$ cat src/rtl/elastic_pipe_v1_0.sv
// elastic_pipe_v1_0: valid/ready register chain with bubble collapse, an input
// skid register and a D_READY that depends only on registered state, SCLR and FLUSH.
module elastic_pipe_v1_0 #(
   parameter int                   C_WIDTH       = 16,
   parameter int                   C_PIPE_STAGES = 2,
   parameter logic [8*C_WIDTH-1:0] C_SINIT_VAL   = ""
) (
   input  logic               CLK,
   input  logic               SCLR,
   input  logic [C_WIDTH-1:0] D,
   input  logic               D_VALID,
   output logic               D_READY,
   output logic [C_WIDTH-1:0] Q,
   output logic               Q_VALID,
   input  logic               Q_READY,
   input  logic               FLUSH,
   output logic [3:0]         COUNT
);
   localparam int N = C_PIPE_STAGES;

   // Rightmost character of the string is bit 0; 8'h30/8'h31 are ASCII '0'/'1'.
   function automatic logic [C_WIDTH-1:0] sinit_bits(input logic [8*C_WIDTH-1:0] s);
      logic [C_WIDTH-1:0] v;
      v = '0;
      for (int i = 0; i < C_WIDTH; i++)
         v[i] = (s[8*i +: 8] == 8'h31);
      return v;
   endfunction

   function automatic logic sinit_legal(input logic [8*C_WIDTH-1:0] s);
      logic ok;
      ok = 1'b1;
      if (s != '0)
         for (int i = 0; i < C_WIDTH; i++)
            if (s[8*i +: 8] != 8'h30 && s[8*i +: 8] != 8'h31)
               ok = 1'b0;
      return ok;
   endfunction

   localparam logic [C_WIDTH-1:0] SINIT    = sinit_bits(C_SINIT_VAL);
   localparam logic               SINIT_OK = sinit_legal(C_SINIT_VAL);

   generate
      if (!SINIT_OK) begin : g_bad_sinit
         $fatal(1, "elastic_pipe_v1_0: C_SINIT_VAL may contain only '0' and '1'");
      end
      if (N < 1 || N > 14 || C_WIDTH < 1 || C_WIDTH > 256) begin : g_bad_size
         $fatal(1, "elastic_pipe_v1_0: C_WIDTH or C_PIPE_STAGES out of range");
      end
   endgenerate

   logic [C_WIDTH-1:0] stage_q [N];
   logic [N-1:0]       vld_q;
   logic [C_WIDTH-1:0] skid_q;
   logic               skid_vld_q;
   logic [3:0]         count_q;

   logic [N-1:0]       adv;
   logic               acc;
   logic [N-1:0]       vld_nxt;
   logic               skid_vld_nxt;
   logic [3:0]         count_nxt;

   // A stage may advance if the one ahead advances or it holds a bubble.
   always_comb begin
      adv      = '0;
      adv[N-1] = Q_READY | ~vld_q[N-1];
      for (int i = N - 2; i >= 0; i--)
         adv[i] = adv[i+1] | ~vld_q[i];
   end

   assign D_READY = ~skid_vld_q & ~SCLR & ~FLUSH;
   assign acc     = D_VALID & D_READY;

   always_comb begin
      vld_nxt      = vld_q;
      skid_vld_nxt = skid_vld_q;
      for (int i = N - 1; i >= 1; i--)
         if (adv[i])
            vld_nxt[i] = vld_q[i-1];
      if (adv[0]) begin
         vld_nxt[0]   = skid_vld_q | acc;
         skid_vld_nxt = 1'b0;
      end else if (acc) begin
         skid_vld_nxt = 1'b1;
      end
      if (FLUSH) begin
         vld_nxt      = '0;
         skid_vld_nxt = 1'b0;
      end
      count_nxt = {3'b000, skid_vld_nxt};
      for (int i = 0; i < N; i++)
         count_nxt = count_nxt + {3'b000, vld_nxt[i]};
   end

   always_ff @(posedge CLK) begin
      if (SCLR) begin
         vld_q      <= '0;
         skid_vld_q <= 1'b0;
         count_q    <= '0;
         skid_q     <= SINIT;
         for (int i = 0; i < N; i++)
            stage_q[i] <= SINIT;
      end else begin
         vld_q      <= vld_nxt;
         skid_vld_q <= skid_vld_nxt;
         count_q    <= count_nxt;
         // Data only moves behind a valid word, so bubbles never toggle registers.
         if (!FLUSH) begin
            for (int i = 1; i < N; i++)
               if (adv[i] && vld_q[i-1])
                  stage_q[i] <= stage_q[i-1];
            if (adv[0]) begin
               if (skid_vld_q)
                  stage_q[0] <= skid_q;
               else if (acc)
                  stage_q[0] <= D;
            end else if (acc) begin
               skid_q <= D;
            end
         end
      end
   end

   assign Q       = stage_q[N-1];
   assign Q_VALID = vld_q[N-1];
   assign COUNT   = count_q;

endmodule

$ cat config.mk
export PLATFORM = sky130hd
export DESIGN_NAME = elastic_pipe_v1_0
export DESIGN_NICKNAME = d
export VERILOG_FILES = /design/src/rtl/elastic_pipe_v1_0.sv
export SDC_FILE = /design/constraint.sdc
export NUM_CORES = 1
export LEC_CHECK = 0
export ABC_AREA = 0
export CAP_MARGIN = 40
export CORE_MARGIN = 2
export CORE_UTILIZATION = 46
export DETAILED_ROUTE_END_ITERATION = 12
export PLACE_DENSITY_LB_ADDON = 0.25
export SYNTH_ARGS = -nofsm -noshare
export SYNTH_HDL_FRONTEND = slang
export SYNTH_SLANG_ARGS = --single-unit
$ cat constraint.sdc
create_clock -name CLK -period 2.75 [get_ports CLK]
set_input_delay 0.55 -clock CLK [delete_from_list [all_inputs] [get_ports CLK]]
set_output_delay 0.55 -clock CLK [all_outputs]
set_load 0.02 [all_outputs]
Yosys cells after proc, flatten, opt, wreduce, memory -nomap -nowiden
Memory sizes are Yosys's and may differ from the RTL's.
Index checks and enable logic that the tools add are counted.
W data, S select, Z words.
{ "totals": {"ff_bits": 23, "mem_bits_rw": 32, "inputBits": 21, "output_inout_bits": 22, "word_cells": 50, "mem_count": 1} }
{ "op_classes": {"n_addsub": 2, "n_mux": 26, "bitwise": 15, "n_reduce_logical": 2} }
{ "mem_list": {"columns": ["memory", "depth", "word_bits", "rd", "rd_clocked_by_memory_dff", "write_ports", "line_no", "source"], "rows": [
  ["stage_q", 2, 16, 2, 0, 2, "52", "logic [C_WIDTH-1:0] stage_q [N];"]
]} }
{ "ops": {"columns": ["cell", "count"], "rows": [
  ["$mux W16", 3],
  ["$mux W1", 22],
  ["$not A1 Y1", 6],
  ["$or A1 B1 Y1", 6],
  ["$add A2 B1 Y3", 1],
  ["$and A1 B1 Y1", 3],
  ["$reduce_and A3 Y1", 1],
  ["$add A1 B1 Y2", 1],
  ["$mux W2", 1],
  ["$logic_and A1 B1 Y1", 1]
]} }

Longest topological paths before layout
Gate-level depths: netlist of the first run.
{ "logic_depth": {"depth_word": 11, "depth_mapped": 6, "depth_no_buf": 5} }

Worst setup path after synthesis of the first run
Ideal clock, no wire load.
{ "synth_path": {"path_type": "input to register", "startpoint": "input port Q_READY", "endpoint": "memory stage_q[0][0], enable pin", "setup_ns": 0.414, "arrival_time_ns": 2.428, "path_slack_ns": -0.092, "path_stages": 4, "path_cell_list": "and3b_1 > buf_2 > clkbuf_1 > o31ai_1"} }
{ "synth_rtl": {"columns": ["item", "line_no", "source"], "rows": [
  ["start: declaration", "15", "input logic Q_READY,"],
  ["end: declaration", "52", null]
]} }

Worst setup path in the final report of the first run
{ "layout_path": {"startpoint": "input port SCLR", "endpoint": "output port D_READY"} }
{ "layout_via": {"elab_chain_len": 3} }
{ "layout_rtl": {"columns": ["item", "line_no", "source"], "rows": [
  ["start: declaration", "9", "input logic SCLR,"],
  ["$not A1 Y1", "72", "assign D_READY = ~skid_vld_q & ~SCLR & ~FLUSH;"],
  ["$and A1 B1 Y1 (2 in a row)", "72", null],
  ["end: declaration", "12", "output logic D_READY,"]
]} }
No other way between the ends.

==> metrics.txt, run 1 <==
final cycle utilization of the critical path 0.906; worst setup margin about 0.26 ns; wire per inst 15.7 µm; diode count 0; antenna violations before repair 0; Clock transition at path regs roughly 0.090 ns; post-synthesis sequential area ratio 0.621; initial drt markers 109; global placer's final weighted congestion around 0.76; Post-CTS Setup Repair Bufs 0; max_cap viols 0; Leak Pwr around 0.95 nW; DRT Pass-1 Iters 4; Arrival @ worst endpoint 1.94 ns; met3 usage 0.0494; CP Data Required Time between 2 and 2.5 ns; CTS Sinks 53; synth-to-layout area growth 24.4%; vias in the first global route about 1.5k; gr ovfl total 0; largest net degree at the start of global routing 33; clk buf depth 2; layout cell share with drive strength beyond 1 0.105; Post-Synthesis Cells approximately 180; type of the most critical hold path flop to flop; Peak VDD IR roughly 0.00028 V; crit path time final ~2.5 ns; pre-CTS setup slack about 0.25 ns; Skew-Pair Late Insertion Delay around 0.3 ns; Unique masters post-synth 30; Final Core Density 0.589; register-to-register setup slack between 0.9 and 1 ns; io pins 43; non-filler instance count after layout between 200 and 300; DR vias/cell slightly below 6; Resized cells post-CTS 0; WS Path Type input port to output pin; startpoint types input port; PwrDens 551 nW/µm²; Primary FF master, synth edfxtp_1; met1 GRT Util 0.199; dpl cell area approximately 2700 µm²; FF+latch count, synth 53; crit path max fanout 6; GR peak layer met2; status completed; via count 1,581; Async SR Flop Fraction 0; Initial Utilization 0.474; drt total wl 4320 µm; residual DRC count 0; GRT Total Usage 0.175; TNS Setup 0 ns; std cell rows 25; unrepaired setup endpoints after global routing false; die height about 74 µm; EDFF count, synth 32; Post-DRT Antenna Nets 0; first-pass GRT wire length between 7000 and 8000 µm; core area approximately 4700 µm²; port buffer count 40; placed cells between 200 and 300; final setup fails 0; final instance area roughly 2800 µm²; Hold Violations, Final 0; clk_skew between 0.002 and 0.003 ns; Num CTS Buffers 5; Post-layout nets 241; hold buffers post-CTS 0; met2 usage 0.315; CTS tree yes; Mapped Area between 2000 and 2500 µm²; post-DP HPWL slightly below 3000 µm; Die X roughly 74 µm; root buffer cell clkbuf_8; die area ~5400 µm²; count of pins over their slew limit 0; Max Fclk around 0.40 GHz; CP endpoint kind output pin; Syn Area/Cell roughly 12 µm²; Ys Warns 0; htree depth 2
==> metrics by stage <==
step | hold slack, ns | total power, mW
after CTS | 0.484 | 1.53
after detailed placement | 0.470 | 1.03
final | 0.488 | 1.52
after floorplan | 0.454 | 0.963
after global routing | 0.510 | 1.58
after global placement | 0.460 | 1.02
==> Yosys cell counts, types with 3 or more instances <==
master / number / area share
nor2_1: 5 / 0.0084
edfxtp_1: 32 / 0.43
nor3_1: 3 / 0.0068
dfxtp_1: 21 / 0.19
buf_6: 5 / 0.025
a32o_1: 16 / 0.072
o21ai_1: 3 / 0.0068
nor2b_1: 3 / 0.0084
buf_2: 4 / 0.0090
o21ai_0: 14 / 0.032
and2_1: 16 / 0.045
nand3_1: 16 / 0.036
clkbuf_1: 6 / 0.010
a21oi_1: 17 / 0.038
==> power breakdown <==
group          switching [mW]  total (mW)  internal, mW
logic                  0.0697       0.131        0.0616
clock network           0.243       0.514         0.270
registers             0.00684       0.877         0.870
==> layer usage <==
layer / vias up / part of all wire
li1: 744 / -
met1: 770 / 0.40
met2: 61 / 0.53
met3: 6 / 0.055
met4: 0 / 0.011
met5: - / 0
==> final timing paths <==
| check | depth (start not counted) | end | start |
|---|---|---|---|
| hold / removal | 2 | skid_q[5] | skid_q[5] |
| hold reg to reg | 2 | skid_q[5] | skid_q[5] |
| setup / recovery | 3 | D_READY | SCLR |
| setup reg to reg | 4 | stage_q[0][11] | skid_vld_q |
==> cell usage in the layout (no fill, tap or decap), types with 2 or more instances in the layout <==
cell type / n
a32o_1: 16
clkbuf_8: 5
edfxtp_1: 32
a21oi_1: 17
conb_1: 2
dfxtp_1: 21
nor2b_1: 3
buf_4: 12
nand3_1: 16
nor2_1: 5
nor3_1: 3
o21ai_0: 13
o21ai_1: 4
and2_1: 16
clkdlybuf4s50_1: 40
==> worst max-delay path: stages <==
cell and delay, ns:
clkdlybuf4s50_1 0.52, nor3_1 0.23, clkdlybuf4s50_1 0.64
==> cell type report <==
cell class              count  area [µm²]
repair buffers             52         490
well taps                  54        67.6
flip-flops and latches     53        1380
clock inverters             2        35.0
inverters                   1        3.75
clock buffers               6        72.6
multi-input cells         106         714
fillers                   376        1930
==> kinds of logic after synthesis <==
| kind of cell | synth area share |
|---|---|
| flops | 0.621 |
| compound gates | 0.155 |
| simple gates | 0.151 |
| buf+inv | 0.0613 |
| fa+ha+maj | 0.00900 |
| other cells | 0.00169 |
==> registers in the layout (all words and copies together) (netlist names) <==
register / cells
stage_q: 32
skid_q: 16
COUNT: 2
vld_q: 2
skid_vld_q: 1
Power figures use the tool's default switching activity.
==> run 2, diff against run 1 <==
CORE_UTILIZATION = 48   (was 46)
CTS_BUF_LIST = sky130_fd_sc_hd__clkbuf_4 sky130_fd_sc_hd__clkbuf_8   (was not set)
==> run 2 against run 1 <==
Compared with the run above: wire length is 2.3% higher; clock-buffer cell count unchanged; clock skew is 0.0020 ns higher; critical path depth unchanged; combinational power hardly changed; power is 4.7% lower; flip-flop and latch count is the same; core utilization up 3.1 points; register-to-register slack is essentially flat; global-route usage increased by 0.31 points; sequential share of layout area up 0.50 points; largest power group unchanged.
==> metrics.txt, run 2 (synthesis results as in run 1) <==
status completed; crit-path cells clkdlybuf4s50_1, nor3_1, clkdlybuf4s50_1; Skew-Pair Late Insertion Delay 0.30 ns (about the same); placed cells 263 (-1.1%); global placer's final weighted congestion 0.773 (+1.0%); Initial Utilization 0.504 (+0.0298); via count 1,574 (-0.44%); max reg flops 32 (unchanged); WS Path Type input port to output pin; PwrDens 530 nW/µm² (-3.7%); Hold Violations, Final 0 (unchanged); commonest non-fill, non-tap cells in the layout clkdlybuf4s50_1 (40), edfxtp_1 (32), dfxtp_1 (21); TNS Setup 0 ns (unchanged); GRT Total Usage 0.178 (+0.00314); FF-to-FF End stage_q[0][14]; DRT Pass-1 Iters 5 (+1); switching power 328 µW (+2.4%); io pins 43 (unchanged); root buffer cell clkbuf_8; commonest non-fill, non-tap cell in the layout clkdlybuf4s50_1; register-to-register setup slack 0.96 ns (about the same); first-pass GRT wire length 7160 µm (+0.29%); final instance area 2740 µm² (-1.0%); Post-layout nets 240 (-0.41%); CP Data Required Time 2.20 ns (about the same); Resized cells post-CTS 0 (unchanged); Clock transition at path regs 0.09 ns (about the same); Die X 72.1 µm (-2.0%); wire per inst 16.3 µm (+3.5%); Hold EP skid_q[13]; CTS tree yes; internal power 1.12 mW (-6.6%); hold buffers post-CTS 0 (unchanged); clk_skew 0.00486 ns (+0.00201 ns); vias in the first global route 1,574 (+3.4%); DR vias/cell 5.81 (+0.66%); hold path depth 2 (unchanged); Post-CTS Setup Repair Bufs 0 (unchanged); diode count 0 (unchanged); count of pins over their slew limit 0 (unchanged); residual DRC count 0 (unchanged); FF-to-FF path depth 4 (unchanged); worst setup margin 0.313 ns (+0.0550 ns); core area 4410 µm² (-5.9%); max_cap viols 0 (unchanged); post-DP HPWL 2920 µm (about the same); htree depth 2 (unchanged); initial drt markers 118 (+8.3%); largest net degree at the start of global routing 34 (+3.0%); Comb pwr share 0.091 (+0.005); port buffer count 40 (unchanged); startpoint types input port; CP peak stage delay 0.63 ns (about the same); clk buf depth 2 (unchanged); type of the most critical hold path flop to flop; Max Fclk 0.410 GHz (+2.3%); synth-to-layout area growth 23.1%; crit path time final 2.44 ns (-0.0550 ns); Crit Reg-Reg Startpoint skid_vld_q; die height 72.1 µm (-2.0%); non-filler instance count after layout 271 (-1.1%); dpl cell area 2650 µm² (-0.38%); switch share 0.226 (+0.0157); Largest Register stage_q; most frequent CP cell clkdlybuf4s50_1; Reg power frac 0.605 (+0.029); Fillers 345 (-8.2%); Largest regs stage_q: 32 flops, skid_q: 16 flops; std cell rows 24 (-4.0%); Worst path slowest cell clkdlybuf4s50_1; final cycle utilization of the critical path 0.886 (-0.0200); drt total wl 4420 µm (+2.3%); clock share of power 0.305 (-0.032); unrepaired setup endpoints after global routing false; min-delay src skid_q[13]; gr ovfl total 0 (unchanged); Final Core Density 0.620 (+0.0308); pre-CTS setup slack 0.291 ns (+0.0384 ns); CP endpoint kind output pin; Post-DRT Antenna Nets 0 (unchanged); Arrival @ worst endpoint 1.89 ns (-0.05 ns); final setup fails 0 (unchanged); antenna violations before repair 0 (unchanged); Num CTS Buffers 5 (unchanged); CTS Sinks 53 (unchanged); crit path max fanout 5 (-1); Peak VDD IR 0.000254 V (-8.4%); die area 5190 µm² (-3.9%); Leak Pwr 0.940 nW (-0.97%); layout cell share with drive strength beyond 1 0.105 (+0.000477)
run 2: cell types whose count changed in the layout (fill, tap and decap cells not counted):
| cell | delta |
|---|---|
| buf_4 | -1 |
| bufinv_16 | -1 |
| clkbuf_4 | +1 |
| inv_6 | +1 |
| clkbuf_1 | -1 |
run 2: power groups by stage:
stage | sequential, mW | combinational, mW | clock (mW)
after floorplan | 0.907 | 0.0560 | 0
after global placement | 0.895 | 0.128 | 0
after detailed placement | 0.896 | 0.131 | 0
after CTS | 0.877 | 0.132 | 0.453
after global routing | 0.880 | 0.141 | 0.484
final | 0.877 | 0.132 | 0.442
run 2: critical path, delay by kind of cell:
kind	cells	cell delay [ns]
buf+inv	2	1.14
simple gates	1	0.20
run 2: worst max path at each step:
stage,to,slack [ns],from,cells past startpoint
global route,D_READY,0.24,SCLR,3
floorplan,stage_q[1][0],0.23,FLUSH,3
CTS,D_READY,0.30,SCLR,3
global placement,D_READY,0.32,SCLR,3
finish,D_READY,0.31,SCLR,3
detailed placement,stage_q[0][14],0.29,SCLR,5
run 2: per-stage QoR:
stage	hold slack (ns)	total power, mW
5_1_grt	0.496	1.51
2_1_floorplan	0.454	0.963
4_1_cts	0.483	1.46
3_3_place_gp	0.460	1.02
6_report	0.486	1.45
3_5_place_dp	0.469	1.03
run 2: area by class of cell:
class	instances	area (µm²)	share of cell area
flip-flops and latches	53	1380	0.505
multi-input cells	106	714	0.261
repair buffers	51	483	0.176
clock buffers	6	76.3	0.0279
well taps	52	65.1	0.0238
clock inverters	2	13.8	0.00503
inverters	1	3.75	0.00137
run 2: routing by layer:
metal,GRT usage,share of wire
met3,0.0528,0.061
met4,0.0713,0.012
met1,0.203,0.40
met2,0.311,0.52
met5,0,0
==> run 3, diff against run 2 <==
CTS_CLUSTER_DIAMETER = 120   (was not set)
CTS_CLUSTER_SIZE = 10   (was not set)
==> results of run 3 <==
Same layout as run 2: the final DEF is identical, and so are final timing and power.
